==> config.mk <==
export PLATFORM = sky130hd
export DESIGN_NAME = ram_scan_reader_flat
export DESIGN_NICKNAME = d
export VERILOG_FILES = /design/src/rtl/ram_scan_reader_if.sv /design/src/rtl/ram_scan_reader.sv /design/src/flat_wrapper.sv
export SDC_FILE = /design/constraint.sdc
export NUM_CORES = 1
export LEC_CHECK = 0
export ABC_AREA = 1
export BUFFER_PORTS_ARGS = -buffer_cell sky130_fd_sc_hd__buf_2
export CORE_UTILIZATION = 57
export DETAILED_ROUTE_END_ITERATION = 8
export PLACE_DENSITY = 0.79
export SLEW_MARGIN = 10
export SYNTH_ARGS = -nofsm -noshare
export SYNTH_HDL_FRONTEND = slang
export SYNTH_SLANG_ARGS = --single-unit
==> constraint.sdc <==
create_clock -name clock -period 2.03 [get_ports clock]
set_input_delay 0.609 -clock clock [delete_from_list [all_inputs] [get_ports clock]]
set_output_delay 0.609 -clock clock [all_outputs]
set_load 0.02 [all_outputs]
==> src/rtl/ram_scan_reader_if.sv <==
// Bus between ram_scan_reader and its surroundings: control inputs, RAM port and display outputs.
interface ram_scan_reader_if;
    logic       start;
    logic       stop;
    logic       continuous;
    logic [4:0] mem_address;
    logic       mem_wren;
    logic [3:0] mem_q;
    logic [4:0] addr_out;
    logic [3:0] data_out;
    logic       data_valid;
    logic       busy;
    logic       done;
    logic [8:0] checksum_out;
    logic       checksum_valid;

    modport slave (
        input  start, stop, continuous, mem_q,
        output mem_address, mem_wren, addr_out, data_out, data_valid,
               busy, done, checksum_out, checksum_valid
    );

    modport master (
        output start, stop, continuous, mem_q,
        input  mem_address, mem_wren, addr_out, data_out, data_valid,
               busy, done, checksum_out, checksum_valid
    );
endinterface

==> src/rtl/ram_scan_reader.sv <==
// Sweeps a 32x4 RAM, showing each word for TICK_COUNT clocks.
// Define RAM_SCAN_READER_CHECKSUM_EN to enable the per-sweep checksum accumulator.
module ram_scan_reader #(
    parameter int TICK_COUNT = 50000000
) (
    input logic            clock,
    input logic            reset,
    ram_scan_reader_if.slave bus
);
    typedef enum logic [2:0] {IDLE, ADDR, WAIT, LATCH, HOLD} state_t;

    localparam logic [25:0] HOLD_LOAD = 26'(TICK_COUNT - 1);

    state_t      state;
    logic [25:0] hold_cnt;
    logic [4:0]  addr;
    logic [3:0]  data;
    logic        data_valid;
    logic        busy;
    logic        done;

    wire hold_end  = (state == HOLD) && (hold_cnt == 26'd0);
    wire sweep_go  = (state == IDLE) && bus.start && !bus.stop;
    wire abort     = (state != IDLE) && bus.stop;

    always_ff @(posedge clock) begin
        if (reset) begin
            state      <= IDLE;
            hold_cnt   <= 26'd0;
            addr       <= 5'd0;
            data       <= 4'd0;
            data_valid <= 1'b0;
            busy       <= 1'b0;
            done       <= 1'b0;
        end else begin
            data_valid <= 1'b0;
            done       <= 1'b0;
            if (abort) begin
                state    <= IDLE;
                addr     <= 5'd0;
                busy     <= 1'b0;
                hold_cnt <= 26'd0;
            end else begin
                case (state)
                    IDLE: if (sweep_go) begin
                        state <= ADDR;
                        addr  <= 5'd0;
                        busy  <= 1'b1;
                    end
                    ADDR:  state <= WAIT;
                    WAIT:  state <= LATCH;
                    LATCH: begin
                        state      <= HOLD;
                        data       <= bus.mem_q;
                        data_valid <= 1'b1;
                        hold_cnt   <= HOLD_LOAD;
                    end
                    HOLD: if (hold_cnt == 26'd0) begin
                        if (addr != 5'd31) begin
                            addr  <= addr + 5'd1;
                            state <= ADDR;
                        end else begin
                            done <= 1'b1;
                            addr <= 5'd0;
                            if (bus.continuous) begin
                                state <= ADDR;
                            end else begin
                                state <= IDLE;
                                busy  <= 1'b0;
                            end
                        end
                    end else begin
                        hold_cnt <= hold_cnt - 26'd1;
                    end
                    default: state <= IDLE;
                endcase
            end
        end
    end

`ifdef RAM_SCAN_READER_CHECKSUM_EN
    logic [8:0] csum;
    logic       csum_valid;

    // On a wrap the sum restarts at the first capture, so the finished total stays visible with done.
    always_ff @(posedge clock) begin
        if (reset) begin
            csum       <= 9'd0;
            csum_valid <= 1'b0;
        end else begin
            csum_valid <= 1'b0;
            if (sweep_go) begin
                csum <= 9'd0;
            end else if (state == LATCH && !bus.stop) begin
                csum <= ((addr == 5'd0) ? 9'd0 : csum) + {5'd0, bus.mem_q};
            end
            if (hold_end && !bus.stop && addr == 5'd31) csum_valid <= 1'b1;
        end
    end

    assign bus.checksum_out   = csum;
    assign bus.checksum_valid = csum_valid;
`else
    assign bus.checksum_out   = 9'd0;
    assign bus.checksum_valid = 1'b0;
`endif

    assign bus.mem_address = addr;
    assign bus.mem_wren    = 1'b0;
    assign bus.addr_out    = addr;
    assign bus.data_out    = data;
    assign bus.data_valid  = data_valid;
    assign bus.busy        = busy;
    assign bus.done        = done;
endmodule

==> src/flat_wrapper.sv <==
// flat-port wrapper written by rule: the top's interface ports become plain ports
module ram_scan_reader_flat 
#(
    parameter int TICK_COUNT = 50000000
)
  (clock, reset, bus_start, bus_stop, bus_continuous, bus_mem_q, bus_mem_address, bus_mem_wren, bus_addr_out, bus_data_out, bus_data_valid, bus_busy, bus_done, bus_checksum_out, bus_checksum_valid);
  ram_scan_reader_if bus_i ();
  input logic clock;
  input logic reset;
  input wire logic [$bits(bus_i.start)-1:0] bus_start;
  input wire logic [$bits(bus_i.stop)-1:0] bus_stop;
  input wire logic [$bits(bus_i.continuous)-1:0] bus_continuous;
  input wire logic [$bits(bus_i.mem_q)-1:0] bus_mem_q;
  output wire logic [$bits(bus_i.mem_address)-1:0] bus_mem_address;
  output wire logic [$bits(bus_i.mem_wren)-1:0] bus_mem_wren;
  output wire logic [$bits(bus_i.addr_out)-1:0] bus_addr_out;
  output wire logic [$bits(bus_i.data_out)-1:0] bus_data_out;
  output wire logic [$bits(bus_i.data_valid)-1:0] bus_data_valid;
  output wire logic [$bits(bus_i.busy)-1:0] bus_busy;
  output wire logic [$bits(bus_i.done)-1:0] bus_done;
  output wire logic [$bits(bus_i.checksum_out)-1:0] bus_checksum_out;
  output wire logic [$bits(bus_i.checksum_valid)-1:0] bus_checksum_valid;
  assign bus_i.start = bus_start;
  assign bus_i.stop = bus_stop;
  assign bus_i.continuous = bus_continuous;
  assign bus_i.mem_q = bus_mem_q;
  assign bus_mem_address = bus_i.mem_address;
  assign bus_mem_wren = bus_i.mem_wren;
  assign bus_addr_out = bus_i.addr_out;
  assign bus_data_out = bus_i.data_out;
  assign bus_data_valid = bus_i.data_valid;
  assign bus_busy = bus_i.busy;
  assign bus_done = bus_i.done;
  assign bus_checksum_out = bus_i.checksum_out;
  assign bus_checksum_valid = bus_i.checksum_valid;
  ram_scan_reader #(.TICK_COUNT(TICK_COUNT)) u_core (.clock(clock), .reset(reset), .bus(bus_i));
endmodule
==> flow_summary.yaml <==
run_status:
  status: "complete, no violations"
timing:
  finalCriticalPeriod_ns: 1.84
  finalSetupViolations: 0
  slew_violations: 0
  slew_headroom_pct: 66.6
  rsz0062_at_grt: "false"
  clock_skew_ns: 0.00808
  fin_tns_setup_ns: 0
  hold_viol: 0
  post-route-period-util_pct: 90.5
  fmax_mhz: 545
  tightest_slew_ns: 0.501
grt:
  grt_pass1_vias: 2340
  grtUsageTotal_pct: 26.2
  grt_max_degree: 28
  antenna_found_initial: 0
  gr-total-overflow: 0
  grt_pass1_wl_um: 10300
setup_path:
  reg2regPathDepth: 11
  path_cells: "inv_1 > ha_1 > nand2_4 > nor2_8 > nand3_4 > nand2_4 > nand2_4 > nand2_1 > nand2_1 > nand2_1 > nor2_1"
  end_kind: "register"
  rrSetupSlack_ns: 0.19
  reg2reg_from: "u_core.hold_cnt[0]"
  cp.required_ns: 2.24
  timing.critical_path.to: "u_core.hold_cnt[8]"
  startpoint: "u_core.hold_cnt[0]"
  cpMaxStageDelayCell: "dfxtp_1"
  crit_fanout: 27
  critPathKind: "register to register"
  cp-start-kind: "register"
  critPathArrivalTime_ns: 2.04
  critical_path.max_stage_delay_ns: 0.32
  rr_endpoint: "u_core.hold_cnt[8]"
placed_design:
  port-buffer-count: 25
  dp_hpwl_um: 4040
  postPlaceCellArea_um2: 2690
  gp_congestion: 0.948
synth:
  synth-async-reset-ratio_pct: 0
  synth.area.top_cells: "dfxtp_1 (31%), nand2_1 (13%), nand3_1 (10%)"
  ys_top_cells_by_count: "nand2_1 (89), nor2_1 (64), nand3_1 (54)"
  syn_inst: 401
  yosys_warnings: 0
  yosysUniqueCellTypes: 34
  synthDominantCellAreaShare_pct: 31.4
  yosys.area.top_type: "dfxtp_1"
  synth_most_common_cell: "nand2_1"
  yosysSeqAreaShare_pct: 31.4
  syn_avg_cell_area_um2: 6.51
  synth_edf_count: 0
  netlist_area_um2: 2610
  ys_seq_elements: 41
  ys.flop_type: "dfxtp_1"
finish:
  postLayoutCoreUtil_pct: 63.7
  layout.nets: 434
  antennaDiodeCount: 0
  drive_gt1_share_pct: 14.5
  postLayoutCellArea_um2: 2790
  area_growth_pct: 6.90
clocking:
  ctsHtreeMaxLevel: 2
  post_cts.resized_instances: 0
  numCtsBuffers: 5
  post_cts_buffers: 0
  cts-root-buf: "clkbuf_8"
  cts_tree: "built"
  cts_sinks: 41
  clk_latency_ns: 0.30
  clockBufferDepth: 2
  clk_pin_slew_worst_paths_ns: 0.08
  holdBufCountCts: 0
power_and_ir_drop:
  peakVddDrop_v: 0.000495
  p_per_area_nw_per_um2: 1150
  p_leak_nw: 1.37
drt:
  firstDrtPassIters: 5
  antenna_left: 0
  vias: 2531
  wirelength_um: 5780
  vias_per_cell: 5.34
  route.detailed.drc: 0
  wl_per_cell_um: 12.2
  drt_iter0_drc: 219
flow_run:
  drv_cap: 0
floorplan:
  fp.coreArea_um2: 4380
  start_util_pct: 59.6
  rows: 24
  die_h_um: 69.7
  die_w_um: 69.7
  die-area_um2: 4860
  pin_count: 37
worst_hold_path:
  whs_path_depth: 2
  hold_path.class: "register to register"
## how the worst min path moves through the flow
| stage | from | end | slack, ns |
|---|---|---|---|
| after floorplan | u_core.state[2] | u_core.state[1] | 0.44 |
| after global placement | u_core.bus.busy | u_core.bus.busy | 0.45 |
| after detailed placement | u_core.bus.busy | u_core.bus.busy | 0.45 |
| after CTS | u_core.bus.busy | u_core.bus.busy | 0.47 |
| after global routing | u_core.bus.busy | u_core.bus.busy | 0.51 |
| final | u_core.bus.busy | u_core.bus.busy | 0.46 |
## placed cells by master, fill, tap and decap left out, types with 2 or more instances in the layout
master / instances
or2_2: 2
dfxtp_1: 41
ha_1: 3
nor2_1: 64
conb_1: 11
inv_1: 33
o21ai_0: 10
buf_2: 25
xor2_1: 5
a21o_1: 2
buf_4: 7
nand2_4: 3
nand3b_1: 2
nand2_1: 89
nand4_1: 11
nand3_1: 54
nor2_2: 7
inv_2: 2
nor2_4: 3
clkbuf_8: 5
nor4_1: 3
a21oi_1: 27
## per-layer routing
metal	global-route usage (%)	up-vias	wire length (um)
met5	0	-	0
met4	9.78	0	75
met3	4.51	6	275
met2	43.5	68	2780
met1	34.0	1147	2650
li1	-	1310	-
## worst max-delay path: cells and delay by family (launching register included)
kind	cells	cell delay, ns
DFF	1	0.32
and+or+nand+nor	9	1.04
buffers and inverters	1	0.10
adders and majority gates	1	0.28
## where the power goes
group / switching [mW] / internal (mW) / total [mW] / leakage, nW
Sequential: 0.0749 / 0.877 / 0.952 / 0.331
Combinational: 1.03 / 0.575 / 1.61 / 0.981
Clock: 0.285 / 0.357 / 0.643 / 0.0540
Total: 1.39 / 1.81 / 3.20 / 1.37
## kinds of logic after synthesis
family / Yosys count / share of synthesized area [%]
other: 1 / 0.144
AOI/OAI and AO/OA: 44 / 9.10
adders and majority gates: 3 / 1.44
DFF: 41 / 31.4
and+or+nand+nor: 244 / 43.4
buffers and inverters: 63 / 12.8
xor gates and xnor gates: 5 / 1.68
## cell type report
class,count,area [um2]
fillers,404,1590
clock inverters,2,35.0
clock buffers,5,68.8
multi-input cells,307,1490
inverters,35,131
flip-flops and latches,41,821
repair buffers,32,178
well taps,52,65.1
## registers in the layout, summed over array words and instances, names as in the netlist
| name | cells |
|---|---|
| u_core.bus.done | 1 |
| u_core.state | 3 |
| u_core.bus.addr_out | 5 |
| u_core.bus.busy | 1 |
| u_core.hold_cnt | 26 |
| u_core.bus.data_out | 4 |
| u_core.bus.data_valid | 1 |
## stage by stage
step | power (mW) | hold slack, ns | worst slack (ns) | instances
final | 3.20 | 0.464 | 0.194 | 474
after global routing | 3.50 | 0.508 | 0.0358 | 474
after CTS | 3.21 | 0.466 | 0.220 | 474
after detailed placement | 2.55 | 0.454 | 0.241 | 467
after global placement | 2.52 | 0.446 | 0.330 | 467
after floorplan | 2.29 | 0.443 | 0.505 | 411
Note: power is estimated with default switching activity, not from simulation.
